==> src/rtl/board_register_writer_if.sv <==
// Board-state write-side bus: move requests in, board registers and strobes out.
interface board_register_writer_if #(
  parameter int COLS = 7,
  parameter int ROWS = 6
);
  logic                   drop;
  logic [2:0]             column;
  logic                   clear_board;
  logic                   game_over;
  logic                   player;
  logic [COLS*ROWS-1:0]   player_register;
  logic [COLS*ROWS-1:0]   onoff_register;
  logic [2:0]             location;
  logic [2:0]             height;
  logic                   move_done;
  logic                   invalid_move;
  logic                   board_full;

  modport master (
    output drop, column, clear_board, game_over,
    input  player, player_register, onoff_register, location, height,
           move_done, invalid_move, board_full
  );

  modport slave (
    input  drop, column, clear_board, game_over,
    output player, player_register, onoff_register, location, height,
           move_done, invalid_move, board_full
  );
endinterface

==> src/rtl/board_register_writer.sv <==
// Owns the onoff/player board registers: drops a piece into a column, tracks
// column heights and turn, and strobes move_done / invalid_move to the win logic.
module board_register_writer #(
  parameter int COLS         = 7,
  parameter int ROWS         = 6,
  parameter bit FIRST_PLAYER = 1'b0
) (
  input  logic                  clk,
  input  logic                  resetn,
  board_register_writer_if.slave bus
);
  localparam int CELLS = COLS * ROWS;

  typedef enum logic [1:0] {IDLE, CHECK, WRITE, DONE} state_t;

  state_t                 state_q, state_d;
  logic [2:0]             col_q;
  logic [COLS-1:0][2:0]   colh_q;
  logic [5:0]             movecnt_q;
  logic                   player_q;
  logic [CELLS-1:0]       onoff_q, preg_q;
  logic [2:0]             loc_q, hgt_q;
  logic                   inv_q, inv_d;
  logic                   full_q;

  logic [2:0]             cur_h;
  logic                   col_ok;
  logic [5:0]             idx;
  logic                   accept;

  // Column lookup by search so an out-of-range col_q never indexes colh_q.
  always_comb begin
    cur_h  = '0;
    col_ok = 1'b0;
    for (int c = 0; c < COLS; c++) begin
      if (col_q == 3'(c)) begin
        cur_h  = colh_q[c];
        col_ok = 1'b1;
      end
    end
    idx = 6'(ROWS) * 6'(col_q) + 6'(cur_h);
  end

  assign accept = bus.drop && !bus.game_over;

  always_comb begin
    state_d = state_q;
    inv_d   = 1'b0;
    case (state_q)
      IDLE:  if (accept) state_d = CHECK;
      CHECK: begin
        if (!col_ok || cur_h == 3'(ROWS)) begin
          inv_d   = 1'b1;
          state_d = IDLE;
        end else begin
          state_d = WRITE;
        end
      end
      WRITE:   state_d = DONE;
      DONE:    state_d = IDLE;
      default: state_d = IDLE;
    endcase
  end

  always_ff @(posedge clk or negedge resetn) begin
    if (!resetn) begin
      state_q   <= IDLE;
      col_q     <= '0;
      colh_q    <= '0;
      movecnt_q <= '0;
      player_q  <= FIRST_PLAYER;
      onoff_q   <= '0;
      preg_q    <= '0;
      loc_q     <= '0;
      hgt_q     <= '0;
      inv_q     <= 1'b0;
      full_q    <= 1'b0;
    end else if (bus.clear_board) begin
      state_q   <= IDLE;
      col_q     <= '0;
      colh_q    <= '0;
      movecnt_q <= '0;
      player_q  <= FIRST_PLAYER;
      onoff_q   <= '0;
      preg_q    <= '0;
      loc_q     <= '0;
      hgt_q     <= '0;
      inv_q     <= 1'b0;
      full_q    <= 1'b0;
    end else begin
      state_q <= state_d;
      inv_q   <= inv_d;
      if (state_q == IDLE && accept) col_q <= bus.column;
      // WRITE is only reached with a valid column that still has room.
      if (state_q == WRITE) begin
        onoff_q[idx] <= 1'b1;
        preg_q[idx]  <= player_q;
        loc_q        <= col_q;
        hgt_q        <= cur_h;
        movecnt_q    <= movecnt_q + 6'd1;
        for (int c = 0; c < COLS; c++) begin
          if (col_q == 3'(c)) colh_q[c] <= cur_h + 3'd1;
        end
      end
      if (state_q == DONE) begin
        player_q <= ~player_q;
        full_q   <= (movecnt_q == 6'(CELLS));
      end
    end
  end

  assign bus.player          = player_q;
  assign bus.player_register = preg_q;
  assign bus.onoff_register  = onoff_q;
  assign bus.location        = loc_q;
  assign bus.height          = hgt_q;
  assign bus.move_done       = (state_q == DONE);
  assign bus.invalid_move    = inv_q;
  assign bus.board_full      = full_q;
endmodule

==> src/flat_wrapper.sv <==
// flat-port wrapper written by rule: the top's interface ports become plain ports
module board_register_writer_flat 
#(
  parameter int COLS         = 7,
  parameter int ROWS         = 6,
  parameter bit FIRST_PLAYER = 1'b0
)
  (clk, resetn, bus_drop, bus_column, bus_clear_board, bus_game_over, bus_player, bus_player_register, bus_onoff_register, bus_location, bus_height, bus_move_done, bus_invalid_move, bus_board_full);
  board_register_writer_if #(.COLS(COLS), .ROWS(ROWS)) bus_i ();
  input  logic clk;
  input  logic resetn;
  input wire logic [$bits(bus_i.drop)-1:0] bus_drop;
  input wire logic [$bits(bus_i.column)-1:0] bus_column;
  input wire logic [$bits(bus_i.clear_board)-1:0] bus_clear_board;
  input wire logic [$bits(bus_i.game_over)-1:0] bus_game_over;
  output wire logic [$bits(bus_i.player)-1:0] bus_player;
  output wire logic [$bits(bus_i.player_register)-1:0] bus_player_register;
  output wire logic [$bits(bus_i.onoff_register)-1:0] bus_onoff_register;
  output wire logic [$bits(bus_i.location)-1:0] bus_location;
  output wire logic [$bits(bus_i.height)-1:0] bus_height;
  output wire logic [$bits(bus_i.move_done)-1:0] bus_move_done;
  output wire logic [$bits(bus_i.invalid_move)-1:0] bus_invalid_move;
  output wire logic [$bits(bus_i.board_full)-1:0] bus_board_full;
  assign bus_i.drop = bus_drop;
  assign bus_i.column = bus_column;
  assign bus_i.clear_board = bus_clear_board;
  assign bus_i.game_over = bus_game_over;
  assign bus_player = bus_i.player;
  assign bus_player_register = bus_i.player_register;
  assign bus_onoff_register = bus_i.onoff_register;
  assign bus_location = bus_i.location;
  assign bus_height = bus_i.height;
  assign bus_move_done = bus_i.move_done;
  assign bus_invalid_move = bus_i.invalid_move;
  assign bus_board_full = bus_i.board_full;
  board_register_writer #(.COLS(COLS), .ROWS(ROWS), .FIRST_PLAYER(FIRST_PLAYER)) u_core (.clk(clk), .resetn(resetn), .bus(bus_i));
endmodule
==> config.mk <==
export PLATFORM = sky130hd
export DESIGN_NAME = board_register_writer_flat
export DESIGN_NICKNAME = d
export VERILOG_FILES = /design/src/rtl/board_register_writer_if.sv /design/src/rtl/board_register_writer.sv /design/src/flat_wrapper.sv
export SDC_FILE = /design/constraint.sdc
export NUM_CORES = 1
export LEC_CHECK = 0
export BUFFER_PORTS_ARGS = -buffer_cell sky130_fd_sc_hd__buf_2
export CAP_MARGIN = 0
export CELL_PAD_IN_SITES_DETAIL_PLACEMENT = 0
export CELL_PAD_IN_SITES_GLOBAL_PLACEMENT = 1
export CORE_UTILIZATION = 47
export CTS_CLUSTER_SIZE = 40
export DETAILED_ROUTE_END_ITERATION = 12
export PLACE_DENSITY_LB_ADDON = 0.1
export SETUP_SLACK_MARGIN = 0.15
export SLEW_MARGIN = 25
export SYNTH_ARGS = -nofsm -noshare
export SYNTH_HDL_FRONTEND = slang
export SYNTH_SLANG_ARGS = --single-unit
==> constraint.sdc <==
create_clock -name clk -period 5.7 [get_ports clk]
set_input_delay 0.57 -clock clk [delete_from_list [all_inputs] [get_ports clk]]
set_output_delay 0.57 -clock clk [all_outputs]
set_load 0.01 [all_outputs]
-- Yosys cells after proc, flatten, opt, wreduce, memory -nomap -nowiden
Index checks and enable logic that the tools add are counted.
- add/sub/neg operators: 3
- $mul: 1
- order comparisons: 2
- equal/unequal tests: 12
- muxes and demuxes: 49
- bitwise logic cells: 2
- reduce and logical (&&, ||, !) cells: 25
- operators by type and width (operator ; count):
    $mux W42 ; 4
    $mux W3 ; 20
    $bwmux W42 ; 1
    $mux W21 ; 2
    $or A42 B42 Y42 ; 1
    $reduce_bool A2 Y1 ; 10
    $mux W1 ; 15
    $reduce_and A2 Y1 ; 7
    $eq A3 B3 Y1 const B ; 4
    $mux W6 ; 2
    $pmux W2 S4 ; 1
    $lt A6 B7 Y1 const B ; 1
    $add A6 B1 Y6 const B ; 1
    $add A6 B3 Y6 ; 1
    $demux W1 S6 ; 1
    $eq A3 B2 Y1 const B ; 2
    $eq A6 B6 Y1 const B ; 1
    $ge A6 B1 Y1 const B ; 1
    $mux W2 ; 3
    $mul A2 B3 Y5 const A ; 1
    $eq A2 B2 Y1 const B ; 2
    $add A3 B1 Y3 const B ; 1
    $eq A3 B1 Y1 const B ; 1
    $logic_and A1 B1 Y1 ; 3
    other kinds (7) ; 8
- register bits after elaboration: 125
- output and inout port bits: 94

-- Logic depth before layout (Yosys ltp)
- depth after elaboration: 16
- gate-level depth with buffers: 16

-- Worst setup path after synthesis
OpenSTA, ideal clock, no wires.
- path type: register -> register
- start: reg u_core.col_q[1]
- end: reg u_core.preg_q[36], in the netlist u_core.bus.player_register[36]
- setup time: 0.137 ns
- data arrival time: 3.651 ns
- data required time: 5.563 ns
- slack: 1.913 ns
- cell stages (with the launch flop): 16
- path buffers: 2
- period minus slack after synthesis: 3.787 ns
- cells stage by stage: dfrtp_1 inv_1 ha_1 buf_6 clkbuf_1 nand3b_1 a311o_1 a32oi_1 ha_1 inv_1 fa_1 a2111o_1 a211o_1 a21oi_4 nand3_1 mux2i_1
- cells in the longest elaborated chain, start to end: 16
- elaborated cells on any way between the ends: 24
- those cells by class: 1 x add/sub; 1 x mul; 2 x order compare; 6 x eq/ne; 12 x mux; 2 x reduce/logical
- RTL lines (what ; RTL line ; source):
    start: declaration ; board_register_writer.sv:17 ; logic [2:0] col_q;
    start signal: assignment ; board_register_writer.sv:93 ; if (state_q == IDLE && accept) col_q <= bus.column;
    $logic_not A3 Y1 ; board_register_writer.sv:36 ; if (col_q == 3'(c)) begin
    $mux W3 (7 in a row) ; board_register_writer.sv:36 ;
    $add A6 B3 Y6 * ; board_register_writer.sv:41 ; idx = 6'(ROWS) * 6'(col_q) + 6'(cur_h);
    $lt A6 B7 Y1 (not written as such) or $ge A6 B1 Y1 (tied branches) ; board_register_writer.sv:97 ; preg_q[idx] <= player_q;
    $logic_and A1 B1 Y1 (not written as such) ; board_register_writer.sv:97 ;
    $mux W1 (not written as such) ; board_register_writer.sv:97 ;
    $demux W1 S6 * ; - ;
    $bwmux W42 * ; board_register_writer.sv:97 ;
    $mux W42 * ; board_register_writer.sv:95 ; if (state_q == WRITE) begin
    $mux W42 * ; board_register_writer.sv:78 ; end else if (bus.clear_board) begin
    end signal: indexed assignment ; board_register_writer.sv:97 ;
    end: declaration ; board_register_writer.sv:21 ; logic [CELLS-1:0] onoff_q, preg_q;
Every way passes the cells marked *; elsewhere a longest branch is shown, timed or not. The select of a mux whose other input is x is not followed.
A chain may end at the register's enable or synchronous reset.

-- Final worst setup path
- start: reg u_core.col_q[0]
- end: reg u_core.preg_q[1], in the netlist u_core.bus.player_register[1]
Same word-level chain as after synthesis.

==> run summary <==
The average wire per cell in the routed design was 17.5 um. After detailed placement, the total cell area comes to 6570 um2. The final-layout setup total negative slack was 0 ns; the clock period minus worst slack was 4.43 ns.

The quantity of I/O buffers inserted on ports works out to 101. Synthesis produced a netlist with a net count of 623. The first detailed-routing pass ran for 4 iterations. The mapped netlist covers 6020 um2.

Data arrives at the worst endpoint at 4.71 ns. The initial cell density of the core is 0.491, and the die extent in y is 115 um. The repair_antennas step left the layout with diodes totalling 0. The via count of the first global-routing pass was 4570. The largest delay contributor family on the critical path was adder cells. TritonCTS built the clock tree. The total of max-cap violations was 0. Among the stages of the critical path, the cell type that occurs most often is sky130_fd_sc_hd__inv_1. Detailed placement ended at an HPWL of 9.69 mm. After detailed routing, the number of remaining DRC violations is 0. The clock root buffer was sky130_fd_sc_hd__clkbuf_16.

At the end of routability-driven placement, the weighted congestion stood at 0.790. Wires add up to 15.1 mm. Setup repair after global routing left no endpoint under its margin. The run gives 125 as the number of sinks on the clock net. The worst IR drop on VDD was 157 uV.

The overall routing resource usage was 0.243. Of all nets on the critical path, the largest fanout is 18. The area growth from synthesis to layout is 19.5%. For the boundary pin count, the log shows 102. The count of different cell masters after synthesis is 56, and the maximum cell stage delay along the critical path is 0.62 ns. The die is 115 um wide. For the post-synthesis cell count, the log shows 601.

The number of enable-type register cells in the synthesized netlist is 0, and the maximum number of pins on one net before global-route repair is 84. Count of endpoints failing hold in the final timing report: 0. The initial DRC count was 414. For the final non-filler cell area, the log shows 7200 um2. The critical path goes through inv_1, ha_1, inv_1, a311o_1, a32oi_1, ha_1, inv_1, fa_1, nor2b_1, and3_1, nand3_1, mux2i_1. The number of antenna violations at the first check in global routing is 0.

The part of the cycle the worst path needs came out at 0.777. The proportion of synthesized flip-flops having asynchronous set or reset was 1.00; the count of buffers added by post-CTS timing repair for setup was 0. In this run the static leakage power is 3.56 nW.

The critical path contains buffers and inverters numbering 3 combined. The tools report the setup clock skew after layout as 0.00777 ns. Fraction of layout cells with a size suffix above 1: 0.214.

After clock tree synthesis, the flow added hold-fix buffers numbering 0. The required arrival time at the worst endpoint is 5.98 ns, and the leftover overflow at the end of global routing is 0. The placeable core region came out at 12300 um2. The final-stage net count is 699. The relative max-transition margin was 0.353. Post-CTS repair changed the size of 0 cells. The multi-input gate area in the final layout is 2500 um2, and the full die area is 13300 um2. The measured slew at the worst slew-check pin was 0.966 ns. The slowest stage of the critical path belongs to the cell sky130_fd_sc_hd__nor2b_1. The most frequent standard cell in the layout excluding fill and tap cells was sky130_fd_sc_hd__dfrtp_1. The kind of start point of the critical path was a flop. The worst setup path is of the flop to flop kind. At the later pin of the worst-skew pair, clock insertion delay measures 0.42 ns. The detail-routed via count per cell works out to 5.48. Across all layers, the routed design uses 4699 vias. Portion of the post-synthesis area used by sequential elements: 0.519.

The first global-routing pass estimated 24.3 mm of wire. The floorplan has 40 rows. The final-report max-slew violation count is 0.

The type of the worst min-delay path was primary input to asynchronous set/reset pin. The average cell area after synthesis was 10.0 um2. Count of antenna-violating nets left after detailed routing: 0. In the layout the commonest cells are sky130_fd_sc_hd__dfrtp_1 (125), sky130_fd_sc_hd__buf_2 (99), sky130_fd_sc_hd__a21oi_1 (67).

Fill cells in the final layout number 1086. In this run the power density over the cells is 311 nW/um2. Main flop type after synthesis: sky130_fd_sc_hd__dfrtp_1.

For this run, the number of Yosys warnings is 0. For the number of H-tree levels, the log shows 4. The post-synthesis register bit count came out at 125. Counting along the longest clock path gives a buffer depth of 2. The clock slew at the register clock pins of the worst setup and hold paths came out at 0.06 ns. The kind of end point of the critical path was a flop.

The run gives 17 as the CTS buffer count. Hold is met by 0.248 ns. For this run, the top clock speed supported by timing is 0.226 GHz. Setup violations remaining at the end of the flow were counted as 0. The run finished with clean final reports.

Across the whole layout, storage elements account for 3130 um2.
==> final timing paths <==
check	from	end	cells after the start	slack, ns
max in group asynchronous	resetn	u_core.bus.onoff_register[1]$_DFFE_PN0P_	2	4.16
min in group clk	bus_column[2]	u_core.col_q[2]$_DFFE_PN0P_	3	0.40
max reg2reg	u_core.col_q[0]$_DFFE_PN0P_	u_core.bus.player_register[1]$_DFFE_PN0P_	12	1.27
min	resetn	u_core.colh_q[14]$_DFFE_PN0P_	1	0.25
min reg2reg	u_core.bus.onoff_register[10]$_DFFE_PN0P_	u_core.bus.onoff_register[10]$_DFFE_PN0P_	2	0.50
max	u_core.col_q[0]$_DFFE_PN0P_	u_core.bus.player_register[1]$_DFFE_PN0P_	12	1.27
==> metrics by stage <==
| stage | instances | setup slack (ns) | total power, mW | util |
|---|---|---|---|---|
| after floorplan | 601 | 1.91 | 1.06 | - |
| after global placement | 826 | 1.44 | 1.12 | 0.535 |
| after detailed placement | 826 | 1.27 | 1.12 | 0.536 |
| after CTS | 858 | 1.26 | 2.26 | 0.587 |
| after global routing | 858 | 0.957 | 2.32 | 0.587 |
| final | 858 | 1.27 | 2.24 | 0.587 |
==> cells by family (layout without fill, tap and decap cells) <==
group                    Yosys count  after routing  share of synthesized area
adder cells (fa/ha/maj)           14             14                     0.0316
XOR/XNOR                           7              7                     0.0114
AND/OR/NAND/NOR                  201            201                      0.179
AO/OA/AOI/OAI                    120            120                      0.130
buffers and inverters             97            186                     0.0681
multiplexers                      37             37                     0.0615
flip-flops                       125            125                      0.519
==> worst register-to-register path, stage by stage (launching register included) <==
cell and delay [ns]:
sky130_fd_sc_hd__dfrtp_1 0.45, sky130_fd_sc_hd__inv_1 0.15, sky130_fd_sc_hd__ha_1 0.60, sky130_fd_sc_hd__inv_1 0.13, sky130_fd_sc_hd__a311o_1 0.30, sky130_fd_sc_hd__a32oi_1 0.33
sky130_fd_sc_hd__ha_1 0.28, sky130_fd_sc_hd__inv_1 0.07, sky130_fd_sc_hd__fa_1 0.53, sky130_fd_sc_hd__nor2b_1 0.62, sky130_fd_sc_hd__and3_1 0.49, sky130_fd_sc_hd__nand3_1 0.19
sky130_fd_sc_hd__mux2i_1 0.17
==> power breakdown <==
group	switching, mW	internal [mW]	total [mW]
sequential	0.0100	0.897	0.907
combinational	0.149	0.0483	0.198
clock	0.392	0.745	1.14
total	0.551	1.69	2.24
==> flip-flops by register name, summed over array words and instances, names as in the netlist <==
name	count
u_core.bus.height	3
u_core.bus.invalid_move	1
u_core.col_q	3
u_core.bus.player_register	42
u_core.bus.location	3
u_core.state_q	2
u_core.bus.player	1
u_core.bus.onoff_register	42
u_core.colh_q	21
u_core.bus.board_full	1
u_core.movecnt_q	6
==> cells in the mapped netlist (all sizes together), types with 4 or more instances <==
master / number / area (um2)
nand3b: 10 / 75.1
nand2b: 38 / 238
a311oi: 4 / 35.0
nand3: 40 / 205
o21ai: 4 / 23.8
xor2: 6 / 52.6
a21oi: 70 / 377
nand2: 30 / 113
o311ai: 7 / 61.3
and3: 5 / 31.3
nand4: 18 / 113
clkbuf: 27 / 101
a211oi: 5 / 42.5
ha: 12 / 150
a31oi: 8 / 50.1
mux2i: 37 / 370
inv: 47 / 176
nor2b: 6 / 37.5
or4: 7 / 52.6
buf: 23 / 133
nor2: 37 / 139
o31ai: 8 / 60.1
dfrtp: 125 / 3130
==> final cells by class <==
class                           instances  area share
Clock buffer                           23      0.0692
Clock inverter                          9      0.0182
Inverter                               47      0.0245
Multi-Input combinational cell        379       0.347
Sequential cell                       125       0.434
Tap cell                              168      0.0292
Timing Repair Buffer                  107      0.0772
==> layer usage <==
| metal | global-route usage | vias up | routed length, um |
|---|---|---|---|
| met2 | 0.353 | 124 | 6720 |
| met4 | 0.0874 | 0 | 208 |
| met5 | 0 | - | 0 |
| met1 | 0.345 | 2316 | 7190 |
| met3 | 0.0691 | 18 | 932 |
| li1 | - | 2241 | - |
(Power assumes the default switching activity.)
